--- src/rtl/gpio_pkg.sv ---
// Shared encodings for the GPIO input conditioner: interrupt sense modes, warm-up states, ISC field layout.
// Pure definitions; no logic, no latency.
package gpio_pkg;

  typedef enum logic [1:0] {
    ISC_LOW  = 2'b00,
    ISC_ANY  = 2'b01,
    ISC_FALL = 2'b10,
    ISC_RISE = 2'b11
  } isc_mode_e;

  typedef enum logic {
    WARMUP = 1'b0,
    RUN    = 1'b1
  } warm_state_e;

  localparam int NUM_INT  = 2;
  localparam int ISC_W    = 2;
  localparam int ISC0_LSB = 0;
  localparam int ISC1_LSB = 2;

  function automatic logic edge_hit(input isc_mode_e mode, input logic rise, input logic fall);
    logic hit;
    case (mode)
      ISC_ANY:  hit = rise | fall;
      ISC_FALL: hit = fall;
      ISC_RISE: hit = rise;
      default:  hit = 1'b0;
    endcase
    return hit;
  endfunction

endpackage

--- src/rtl/sync_chain.sv ---
// Generic STAGES-deep flop chain for bringing asynchronous levels into the clk domain.
// Latency STAGES clocks, no backpressure; synchronous active-high clear empties every stage.
module sync_chain #(
  parameter int WIDTH  = 8,
  parameter int STAGES = 2
) (
  input  logic             clk_i,
  input  logic             clr_i,
  input  logic [WIDTH-1:0] din_i,
  output logic [WIDTH-1:0] dout_o
);

  logic [WIDTH-1:0] stage_q [STAGES];

  always_ff @(posedge clk_i) begin
    if (clr_i) begin
      for (int i = 0; i < STAGES; i++) stage_q[i] <= '0;
    end else begin
      stage_q[0] <= din_i;
      for (int i = 1; i < STAGES; i++) stage_q[i] <= stage_q[i-1];
    end
  end

  assign dout_o = stage_q[STAGES-1];

endmodule

--- src/rtl/gpio_input_sync.sv ---
// Port A/B pad synchronizer plus INT0/INT1 edge/level detection with latched flags and masked requests.
// Pin-to-sync latency SYNC_STAGES clocks, flag +1, request +1; no backpressure.
module gpio_input_sync
  import gpio_pkg::*;
#(
  parameter int WIDTH       = 8,
  parameter int SYNC_STAGES = 2,
  parameter int INT0_BIT    = 2,
  parameter int INT1_BIT    = 3
) (
  input  logic             clk,
  input  logic             clr,
  input  logic [WIDTH-1:0] PINA_pin,
  input  logic [WIDTH-1:0] PINB_pin,
  output logic [WIDTH-1:0] PINA_sync,
  output logic [WIDTH-1:0] PINB_sync,
  input  logic             isc_write_enable,
  input  logic [3:0]       isc_input_data,
  output logic [3:0]       isc_output,
  input  logic [1:0]       int_enable,
  input  logic [1:0]       intf_clear,
  output logic [1:0]       intf_output,
  output logic [1:0]       irq_request
);

  localparam int WARM_CYCLES = SYNC_STAGES + 1;
  localparam int CNT_W       = $clog2(WARM_CYCLES + 1);

  logic [WIDTH-1:0]   pina_sync;
  logic [WIDTH-1:0]   pinb_sync;

  logic [3:0]         isc_q, isc_d;
  logic [NUM_INT-1:0] prev_q;
  logic [NUM_INT-1:0] intf_q, intf_d;
  logic [NUM_INT-1:0] irq_q, irq_d;
  logic [NUM_INT-1:0] isc_chg, isc_chg_q;
  logic [NUM_INT-1:0] lvl, rise, fall, set;

  warm_state_e        state_q;
  logic [CNT_W-1:0]   warm_cnt_q;

  sync_chain #(.WIDTH(WIDTH), .STAGES(SYNC_STAGES)) u_sync_a (
    .clk_i  (clk),
    .clr_i  (clr),
    .din_i  (PINA_pin),
    .dout_o (pina_sync)
  );

  sync_chain #(.WIDTH(WIDTH), .STAGES(SYNC_STAGES)) u_sync_b (
    .clk_i  (clk),
    .clr_i  (clr),
    .din_i  (PINB_pin),
    .dout_o (pinb_sync)
  );

  // Edge detection stays off until the reset zeros have flushed through the synchronizer and prev.
  always_ff @(posedge clk) begin
    if (clr) begin
      state_q    <= WARMUP;
      warm_cnt_q <= '0;
    end else if (state_q == WARMUP) begin
      if (warm_cnt_q == CNT_W'(WARM_CYCLES - 1)) state_q <= RUN;
      warm_cnt_q <= warm_cnt_q + CNT_W'(1);
    end
  end

  assign isc_d = isc_write_enable ? isc_input_data : isc_q;

  for (genvar n = 0; n < NUM_INT; n++) begin : g_int
    localparam int BIT = (n == 0) ? INT0_BIT : INT1_BIT;
    localparam int LSB = (n == 0) ? ISC0_LSB : ISC1_LSB;

    isc_mode_e mode;

    assign mode    = isc_mode_e'(isc_q[LSB +: ISC_W]);
    assign lvl[n]  = pinb_sync[BIT];
    assign rise[n] = lvl[n] & ~prev_q[n];
    assign fall[n] = ~lvl[n] & prev_q[n];

    // A mode switch can make a stale level look like an edge; mute this interrupt for two cycles.
    assign isc_chg[n] = isc_write_enable &
                        (isc_input_data[LSB +: ISC_W] != isc_q[LSB +: ISC_W]);

    assign set[n] = (state_q == RUN) & ~isc_chg[n] & ~isc_chg_q[n] &
                    edge_hit(mode, rise[n], fall[n]);

    assign intf_d[n] = set[n] | (intf_q[n] & ~intf_clear[n]);
    assign irq_d[n]  = int_enable[n] & ((mode == ISC_LOW) ? ~lvl[n] : intf_q[n]);
  end

  always_ff @(posedge clk) begin
    if (clr) begin
      isc_q     <= '0;
      prev_q    <= '0;
      intf_q    <= '0;
      irq_q     <= '0;
      isc_chg_q <= '0;
    end else begin
      isc_q     <= isc_d;
      prev_q    <= lvl;
      intf_q    <= intf_d;
      irq_q     <= irq_d;
      isc_chg_q <= isc_chg;
    end
  end

  assign PINA_sync   = pina_sync;
  assign PINB_sync   = pinb_sync;
  assign isc_output  = isc_q;
  assign intf_output = intf_q;
  assign irq_request = irq_q;

endmodule

--- config.mk ---
export PLATFORM = sky130hd
export DESIGN_NAME = gpio_input_sync
export DESIGN_NICKNAME = d
export VERILOG_FILES = /design/src/rtl/gpio_pkg.sv /design/src/rtl/sync_chain.sv /design/src/rtl/gpio_input_sync.sv
export SDC_FILE = /design/constraint.sdc
export NUM_CORES = 1
export LEC_CHECK = 0
export CAP_MARGIN = 30
export CORE_ASPECT_RATIO = 1.25
export CORE_MARGIN = 8
export CORE_UTILIZATION = 50
export CTS_CLUSTER_SIZE = 40
export DETAILED_ROUTE_END_ITERATION = 8
export DONT_BUFFER_PORTS = 1
export SLEW_MARGIN = 20
export SYNTH_ARGS = -nofsm -noshare
export SYNTH_HDL_FRONTEND = slang
export SYNTH_HIERARCHICAL = 1
export SYNTH_SLANG_ARGS = --single-unit
--- constraint.sdc ---
create_clock -name clk -period 3.5 [get_ports clk]
set_input_delay 0.7 -clock clk [delete_from_list [all_inputs] [get_ports clk]]
set_output_delay 0.7 -clock clk [all_outputs]
set_load 0.02 [all_outputs]
=== Word level (Yosys, flattened, before mapping) ===
Memories as Yosys holds them, arrays and structs flattened.
Cells that the tools add are included.

* Flip-flop bits (word level): 15
* Memory bits (writable): 32
* Input port bits: 27
* Output and inout port bits: 24
* Word-level logic and storage cells: 68
* Memories: 2

* Add/sub/neg operators: 1
* Eq/ne operators: 9
* Mux-type cells: 13
* Bitwise logic cells: 34
* Reductions and logical operators: 2

{| class="wikitable"
|+ Memories
! memory !! depth !! bits a word !! rd ports !! clocked after Yosys merged registers in !! wr ports !! RTL line !! RTL
|-
| u_sync_a.stage_q || 2 || 8 || 2 || 0 || 2 || sync_chain.sv:13 || <nowiki>logic [WIDTH-1:0] stage_q [STAGES];</nowiki>
|-
| u_sync_b.stage_q || 2 || 8 || 2 || 0 || 2 || sync_chain.sv:13 ||
|}

{| class="wikitable"
|+ Operator list
! cell !! count
|-
| $mux W8 || 4
|-
| $and A1 B1 Y1 || 16
|-
| $eq A2 B2 Y1 const B || 5
|-
| $not A1 Y1 || 10
|-
| $or A1 B1 Y1 || 8
|-
| $mux W1 || 7
|-
| $pmux W1 S3 || 2
|-
| $eq A2 B1 Y1 const B || 2
|-
| $logic_not A2 Y1 || 2
|-
| $ne A2 B2 Y1 || 2
|-
| $add A2 B1 Y2 const B || 1
|}

=== Depth between registers and ports, before layout ===
Gate-level depths: netlist of run 1.

* Depth in word-level cells: 7
* Gate-level depth with buffers: 7

=== Modules after synthesis ===
The synthesis of run 1 kept the hierarchy.

{| class="wikitable"
|+ Modules (own cells, without submodules)
! module !! times used !! cells an instance !! area each (µm²) !! sequential area each (µm²)
|-
| sync_chain || 2 || 41 || 524.3 || 320.3
|-
| gpio_input_sync || 1 || 76 || 699.4 || 300.3
|}

=== Worst setup path before layout of run 1 ===
No wires, ideal clock.

* Path type: input to register
* From: input port isc_input_data[0]
* To: register intf_q[0] (netlist: intf_output[0])
* Setup time: 70 ps
* Data arrival time: 1194 ps
* Path slack: 2236 ps
* Cell stages on the path: 4
* Path buffers: 0
* Cell sequence: xor2_1 -> nor2_1 -> o2111ai_1 -> a21oi_1

* Word-level cells in the longest chain between the ends: 7

{| class="wikitable"
|+ RTL lines
! what !! RTL line !! RTL
|-
| start, declared || gpio_input_sync.sv:18 || <nowiki>input logic [3:0] isc_input_data,</nowiki>
|-
| $ne A2 B2 Y1 || gpio_input_sync.sv:82 || <nowiki>(isc_input_data[LSB +: ISC_W] != isc_q[LSB +: ISC_W]);</nowiki>
|-
| $and A1 B1 Y1 || gpio_input_sync.sv:81 || <nowiki>assign isc_chg[n] = isc_write_enable &</nowiki>
|-
| $not A1 Y1 || gpio_input_sync.sv:84 || <nowiki>assign set[n] = (state_q == RUN) & ~isc_chg[n] & ~isc_chg_q[n] &</nowiki>
|-
| $and A1 B1 Y1 (3 in a row) || gpio_input_sync.sv:84 ||
|-
| $or A1 B1 Y1 || gpio_input_sync.sv:87 || <nowiki>assign intf_d[n] = set[n] | (intf_q[n] & ~intf_clear[n]);</nowiki>
|-
| end signal, assigned || gpio_input_sync.sv:101 || <nowiki>intf_q <= intf_d;</nowiki>
|-
| end, declared || gpio_input_sync.sv:34 || <nowiki>logic [NUM_INT-1:0] intf_q, intf_d;</nowiki>
|}

Every way passes these cells.
A chain may end at the register's enable or synchronous reset.

=== Final worst setup path of run 1 ===
* From: register isc_q[2] (netlist: isc_output[2])
* To: output port isc_output[2]

{| class="wikitable"
|+ RTL lines
! what !! RTL line !! RTL
|-
| start, declared || gpio_input_sync.sv:32 || <nowiki>logic [3:0] isc_q, isc_d;</nowiki>
|-
| start signal, assigned || gpio_input_sync.sv:99 || <nowiki>isc_q <= isc_d;</nowiki>
|-
| end, declared || gpio_input_sync.sv:19 || <nowiki>output logic [3:0] isc_output,</nowiki>
|}

No word-level cell between the ends.

==> out/results.txt, run 1 <==
The run finished with clean final reports. The run gives 50.88% as the core utilization of the finished layout. The headroom to the max-slew limit is 72.02%, and the setup slack on the worst flop-to-flop path is 2.08 ns. The start point of the critical path is isc_output[2]. For the largest net degree at the start of global routing, the log shows 47. On the final layout, the worst clock skew is 0.0009061 ns.

Total power per unit cell area: 607.1 nW/um^2. The worst register-to-register path ends at intf_output[0]. After clock tree synthesis, the clock-pin slew on the worst setup and hold paths is 0.08 ns.

0 antenna diodes ended up in the layout. For this block, the routed nets add up to 2603 um of wire. The path length in cells of the critical path is 0.

The data required time at the worst endpoint is 2.80 ns, and the first-iteration detailed-routing DRC count is 37. For the worst setup path, the data arrival time is 0.87 ns. The vias after detailed routing is 879, and the overall fraction of global-route tracks in use is 10.10%. The starting density of the core is 51.06%, and the number of hold-repair buffers added at the cts stage is 0. Unique cell type count in the Yosys netlist: 20.

For the proportion of synthesized chip area in sequential cells, the log shows 53.83%. Setup repair after global routing left no endpoint under its margin. Post-CTS timing repair inserted 0 buffers for setup. The clock passes through at most 2 buffers. The number of nets in the synthesized netlist is 190.

From bottom edge to top edge, the die measures 82.11 um. TritonCTS built the clock tree. The final critical delay including setup and external delays was 1.567 ns. The fraction of layout instances using a drive strength above 1 was 22.76%; the area growth from synthesis to layout was -0.3579%. The tools report the start of the worst register-to-register path as u_sync_b/stage_q[0][10].

Summed over all layers, the global routing overflow is 0. For this run, design rule violations remaining after detail routing come to 0. At the pin with the least slew margin, the transition time is 0.4192 ns. The synthesized flop and latch total was 47; the post-cts resize count was 0.

Dividing the final minimum period by the clock period gives 44.76%. The final weighted congestion of routability-driven global placement is 0.7457. The first global-routing pass estimated 4243 um of wire. The path class of the tightest hold or removal check is reg2reg. The number of ports placed on the die boundary came out at 51.

The number of endpoints with negative hold slack in the final report is 0. The final setup TNS was 0 ns; the number of levels in the clock H-tree was 2. Worst setup path endpoint: isc_output[2]. In the routed layout, each cell is associated on average with a via count of 4.777. The count of cells along the worst register-to-register path is 6, and the area of the core region is 3423 sq um. The floorplan step set the die width to 68.89 um. The total count of max-transition violations in the final report is 0. Remaining number of nets flagged by the antenna check after routing: 0. The die covers 5656 sq um. Fill cells in the final layout number 322. The cell area that synthesis handed to floorplanning was 1748 sq um.

STA classifies the critical path startpoint as a flip-flop. The critical path is of the reg2out type. Timing would allow up to 638.3 MHz.

For the number of antenna violations at the first check in global routing, the log shows 1. Before antenna repair, the detailed router went through 3 iterations. The clock drives 47 sinks. The run gives 0.7668 nW as the cell leakage power. Total setup violations reported at the end of the flow: 0. The final layout contains 177 nets. Counting every instance in the synthesized netlist gives 158. The tools report the cell chosen for the clock root as sky130_fd_sc_hd__clkbuf_8. Clock latency on the worst-skew pair: 0.28 ns.

The count of warnings emitted by yosys was 6; the number of buffers added by the clock tree synthesis step was 5. The floorplan has 24 rows. The tools report the max-cap check violation count as 0.

STA classifies the critical path endpoint as an output port. The synthesized area per cell is 11.06 sq um, and the via count of the first global-routing pass is 973. The detailed placement HPWL was 1927 um; the count of buffers from port buffering was 0. The worst vdd rail ir drop was 0.4043 mV; the final routed wire length divided by cell count was 14.15 um. The biggest fanout along the worst timing path works out to 6.
## per-stage QoR
step | total power (W) | setup WS, ns | cell area (sq um) | std cells | hold WS, ns
finish | 0.001057 | 1.933 | 1742 | 184 | 0.4436
CTS | 0.001076 | 1.922 | 1742 | 184 | 0.4461
global placement | 0.0006980 | 2.141 | 1639 | 177 | 0.4188
detailed placement | 0.0007060 | 2.069 | 1639 | 177 | 0.4227
global route | 0.001116 | 1.891 | 1742 | 184 | 0.4433
floorplan | 0.0007064 | 2.236 | 1748 | 158 | 0.4138
## layout by cell type (no fill, tap or decap), types with 2 or more instances in the layout
master	count
sky130_fd_sc_hd__mux2i_1	8
sky130_fd_sc_hd__dfxtp_1	47
sky130_fd_sc_hd__xor2_1	5
sky130_fd_sc_hd__clkbuf_8	5
sky130_fd_sc_hd__and2b_2	12
sky130_fd_sc_hd__ha_1	5
sky130_fd_sc_hd__nand2b_1	2
sky130_fd_sc_hd__nor2_1	17
sky130_fd_sc_hd__nor2b_2	14
sky130_fd_sc_hd__nand2_1	2
sky130_fd_sc_hd__nor2b_1	8
sky130_fd_sc_hd__a21oi_1	3
sky130_fd_sc_hd__inv_1	8
sky130_fd_sc_hd__o2111ai_1	2
sky130_fd_sc_hd__nor3b_1	2
## worst min-delay path by stage
stage / startpoint / cells past startpoint / endpoint
after CTS: u_sync_a/stage_q[0][3] / 1 / u_sync_a/stage_q[0][11]
final: u_sync_b/stage_q[0][2] / 1 / u_sync_b/stage_q[0][10]
after global routing: clr / 1 / u_sync_b/stage_q[0][5]
after floorplan: u_sync_a/stage_q[0][3] / 1 / u_sync_a/stage_q[0][11]
after detailed placement: u_sync_a/stage_q[0][1] / 1 / u_sync_a/stage_q[0][9]
after global placement: u_sync_b/stage_q[0][4] / 1 / u_sync_b/stage_q[0][12]
## logic make-up (layout without fill, tap and decap cells)
logic type,Yosys count,in the layout,share of synthesized area (%)
buffers and inverters,28,15,10.74
AND/OR/NAND/NOR,58,58,21.98
AO/OA/AOI/OAI,7,7,2.792
adder cells (fa/ha/maj),5,5,3.579
flip-flops,47,47,53.83
multiplexers,8,8,4.581
XOR/XNOR,5,5,2.505
## Yosys cell counts
cell type / number / area, sq um
sky130_fd_sc_hd__buf_6: 3 / 33.78
sky130_fd_sc_hd__clkbuf_1: 1 / 3.750
sky130_fd_sc_hd__nand2b_1: 2 / 12.51
sky130_fd_sc_hd__or2b_1: 1 / 7.510
sky130_fd_sc_hd__a21oi_1: 3 / 15.01
sky130_fd_sc_hd__a21o_1: 1 / 7.510
sky130_fd_sc_hd__nor3b_1: 2 / 15.01
sky130_fd_sc_hd__dfxtp_1: 47 / 940.9
sky130_fd_sc_hd__and2b_2: 12 / 105.1
sky130_fd_sc_hd__xor2_1: 5 / 43.79
sky130_fd_sc_hd__nand2_1: 2 / 7.510
sky130_fd_sc_hd__a21o_2: 1 / 8.760
sky130_fd_sc_hd__buf_4: 16 / 120.1
sky130_fd_sc_hd__o2111ai_1: 2 / 17.52
sky130_fd_sc_hd__nor2b_1: 8 / 50.05
sky130_fd_sc_hd__nor2b_2: 14 / 122.6
sky130_fd_sc_hd__ha_1: 5 / 62.56
sky130_fd_sc_hd__nor2_1: 17 / 63.81
sky130_fd_sc_hd__inv_1: 8 / 30.03
sky130_fd_sc_hd__mux2i_1: 8 / 80.08
## flip-flops by register name, summed over array words and instances (netlist names)
signal,count
state_q,1
prev_q,2
isc_chg_q,2
isc_output,4
irq_request,2
u_sync_b/stage_q,16
warm_cnt_q,2
u_sync_a/stage_q,16
intf_output,2
## layer usage
| metal | up-vias | GRT usage [%] | routed length (um) |
|---|---|---|---|
| met5 | - | 0 | 9 |
| met3 | 7 | 7.422 | 363 |
| li1 | 444 | - | - |
| met1 | 394 | 8.720 | 909 |
| met4 | 2 | 4.225 | 52 |
| met2 | 32 | 17.17 | 1269 |
## layout make-up
type	count	area, sq um	share of cell area (%)
flip-flops and latches	47	940.9	54.02
multi-input cells	83	619.3	35.56
clock buffers	6	72.57	4.167
well taps	39	48.80	2.802
clock inverters	1	30.03	1.724
inverters	8	30.03	1.724
## power by group
part	total, W	switching (W)	internal [W]	leakage [nW]
registers	0.000612	0.0000393	0.000573	0.388
clock network	0.000367	0.000158	0.000209	0.0513
logic	0.0000780	0.0000321	0.0000459	0.327
total	0.00106	0.000229	0.000828	0.767
No activity file was read; power rests on OpenSTA's default activity.
==> run 2: changes to the inputs <==
Clock period 3.5 ns to 1.65 ns, I/O delays scaled along.
==> run 2 against run 1 <==
Routed wire length rose by 1.8%. Setup slack got worse by 1.5 ns. Global-route usage barely moved. First-iteration DRC count rose by 22%. Clock power rose by 79%. Final cell count rose by 2.2%. Critical endpoint is now isc_output[3].
==> out/results.txt, run 2 (synthesis gave the netlist of run 1 again) <==
The upper clock frequency limit was 805.8 MHz. The design draws 0.002123 W. The number of hold-repair buffers added at the cts stage is 0, and the post-detailed-route via-to-cell ratio is 4.803. The number of antenna diodes in the final layout is 0. The detailed placement HPWL was 1931 um; the width of the chip was 68.89 um. The remaining number of nets flagged by the antenna check after routing was 0; the final setup TNS was 0 ns. The critical path's largest stage delay is 0.44 ns, and the clock latency on the worst-skew pair is 0.29 ns. IR analysis of the VDD net gives a maximum drop of 0.7989 mV. Dividing the detail-routed wire length by the instance count gives 14.10 um. The worst-case clock buffer depth came out at 2. The number of antenna violations at the first check in global routing is 1.

Leaving out fill and tap cells, the most frequent cell in the layout is sky130_fd_sc_hd__dfxtp_1. The critical path in this run is classified as reg2out. The worst-case clock skew was 0.003634 ns. The final wirelength is 2651 um. The total setup violations reported at the end of the flow was 0; the clock sink count was 47. The initial utilization of the core area, before any placement, comes to 51.06%.

The final route contains 903 vias. After the first detailed-routing iteration, the DRC count stood at 45. The flow ran to the end, and the final reports show no timing, DRC or antenna violations. After layout, the worst path uses 75.21% of the clock period.

For this design the top-level I/O count stands at 51. The final routed DRC violation total came out at 0. The root buffer cell chosen for the clock tree is sky130_fd_sc_hd__clkbuf_8. The overall fraction of global-route tracks in use is 10.06%, and the worst-margin pin slew is 0.3987 ns. Height of the die: 82.11 um. The tools report the beginning of the worst hold path as clr.

Wire length of the first global-routing pass: 4181 um. The worst setup path is captured at an output port. The number of endpoints with negative hold slack in the final report was 0.

Entering global routing, the biggest net connects 47 pins. Post-cts resize count: 0. Clock tree synthesis inserted a total of 5 buffers.

The path length in cells of the critical path is 1. The instance count along the most critical hold path was 1; the arrival time of data at the critical path endpoint was 0.91 ns. Setup repair after global routing left no endpoint under its margin. Leaving out fill and tap cells, the most frequent cells in the layout are 47 x sky130_fd_sc_hd__dfxtp_1, 17 x sky130_fd_sc_hd__nor2_1, 14 x sky130_fd_sc_hd__nor2b_2. The signal on the critical path passes through buf_4. TritonCTS built the clock tree.

In this run the critical register-to-register path is launched from u_sync_b/stage_q[0][10]. The worst hold path belongs to the class in2reg. For this design the static power due to leakage is 0.7797 nW. At the end of routability-driven placement, the weighted congestion stood at 0.7648.

The floorplan step defined a die boundary enclosing 5656 sq um. STA puts the critical path data required time at 1.32 ns. Headroom to the max-slew limit came out at 73.38%. Of the cells placed in the final design, the portion with a size suffix greater than 1 is 25.50%.

STA classifies the critical path startpoint as a flip-flop. CTS built an H-tree with a depth of 2. In this run the core area contains 24 standard-cell rows.

The final-stage net count was 180. Tracing the worst setup path back leads to its startpoint at isc_output[3]. The final critical delay including setup and external delays is 1.241 ns. The region available for standard cell placement spans 3423 sq um. The worst register-to-register path has a depth of 6. The tools report the detailed-router iteration count before antenna repair as 3.

The clock slew seen by the registers of the worst setup and hold paths came out at 0.08 ns. The via count of the first global-routing pass was 957. The run gives 0 as the total count of max-transition violations in the final report. The number of buffer and inverter stages on the critical path is 1. During placement, the flow inserted port buffers numbering 0. In this run the post-CTS setup repair buffer count came out at 0. On the critical path, the stage with the largest delay is an instance of sky130_fd_sc_hd__dfxtp_1.

Power spread over the standard cell area amounts to 1214 nW/um^2. The tool flagged a number of max-cap violations equal to 0. On the critical path the largest part of the delay comes from flip-flops. The biggest fanout along the worst timing path is 6. Compared with the post-synthesis result, the final layout area differs by 0.07174%. The tools report the residual overflow from global routing as 0.
==> run 2: cell types whose count changed in the layout (fill, tap and decap cells not counted), sizes merged <==
cell / delta
buf: +3
clkinv: +2
clkbuf: -1
bufinv: -1
inv: +1
==> run 2: cell type report <==
type                            instances  area, sq um
Timing Repair Buffer                    3        22.52
Sequential cell                        47        940.9
Fill cell                             342         1674
Clock inverter                          3        18.77
Tap cell                               39        48.80
Multi-Input combinational cell         83        619.3
Inverter                                8        30.03
Clock buffer                            5        68.82
==> run 2: routing by layer <==
layer	track usage, %	routed length (um)
met3	6.748	355
met2	16.44	1308
met4	6.036	48
met1	8.929	928
met5	0	10
==> run 2: where the power goes <==
part / switching (W) / leakage, nW / internal, W / total (W)
Sequential: 0.0000773 / 0.388 / 0.00122 / 0.00129
Clock: 0.000359 / 0.0483 / 0.000298 / 0.000657
Combinational: 0.0000725 / 0.343 / 0.000100 / 0.000173
Total: 0.000509 / 0.780 / 0.00161 / 0.00212
==> run 2: worst paths after layout <==
check                            end  slack (ns)
max reg2reg           intf_output[0]        0.46
min           u_sync_a/stage_q[0][9]         0.1
min reg2reg  u_sync_b/stage_q[0][11]        0.44
max                    isc_output[3]        0.41
==> run 2: per-stage QoR <==
step	utilization [%]	hold WS (ns)	instances	setup slack, ns	area [sq um]
detailed placement	48.54	0.4034	180	0.4549	1662
finish	51.10	0.09638	188	0.4090	1749
CTS	51.10	0.07828	188	0.3933	1749
global route	51.10	0.06418	188	0.3158	1749
global placement	48.54	0.4021	180	0.4791	1662
floorplan	-	0.3991	158	0.4070	1748
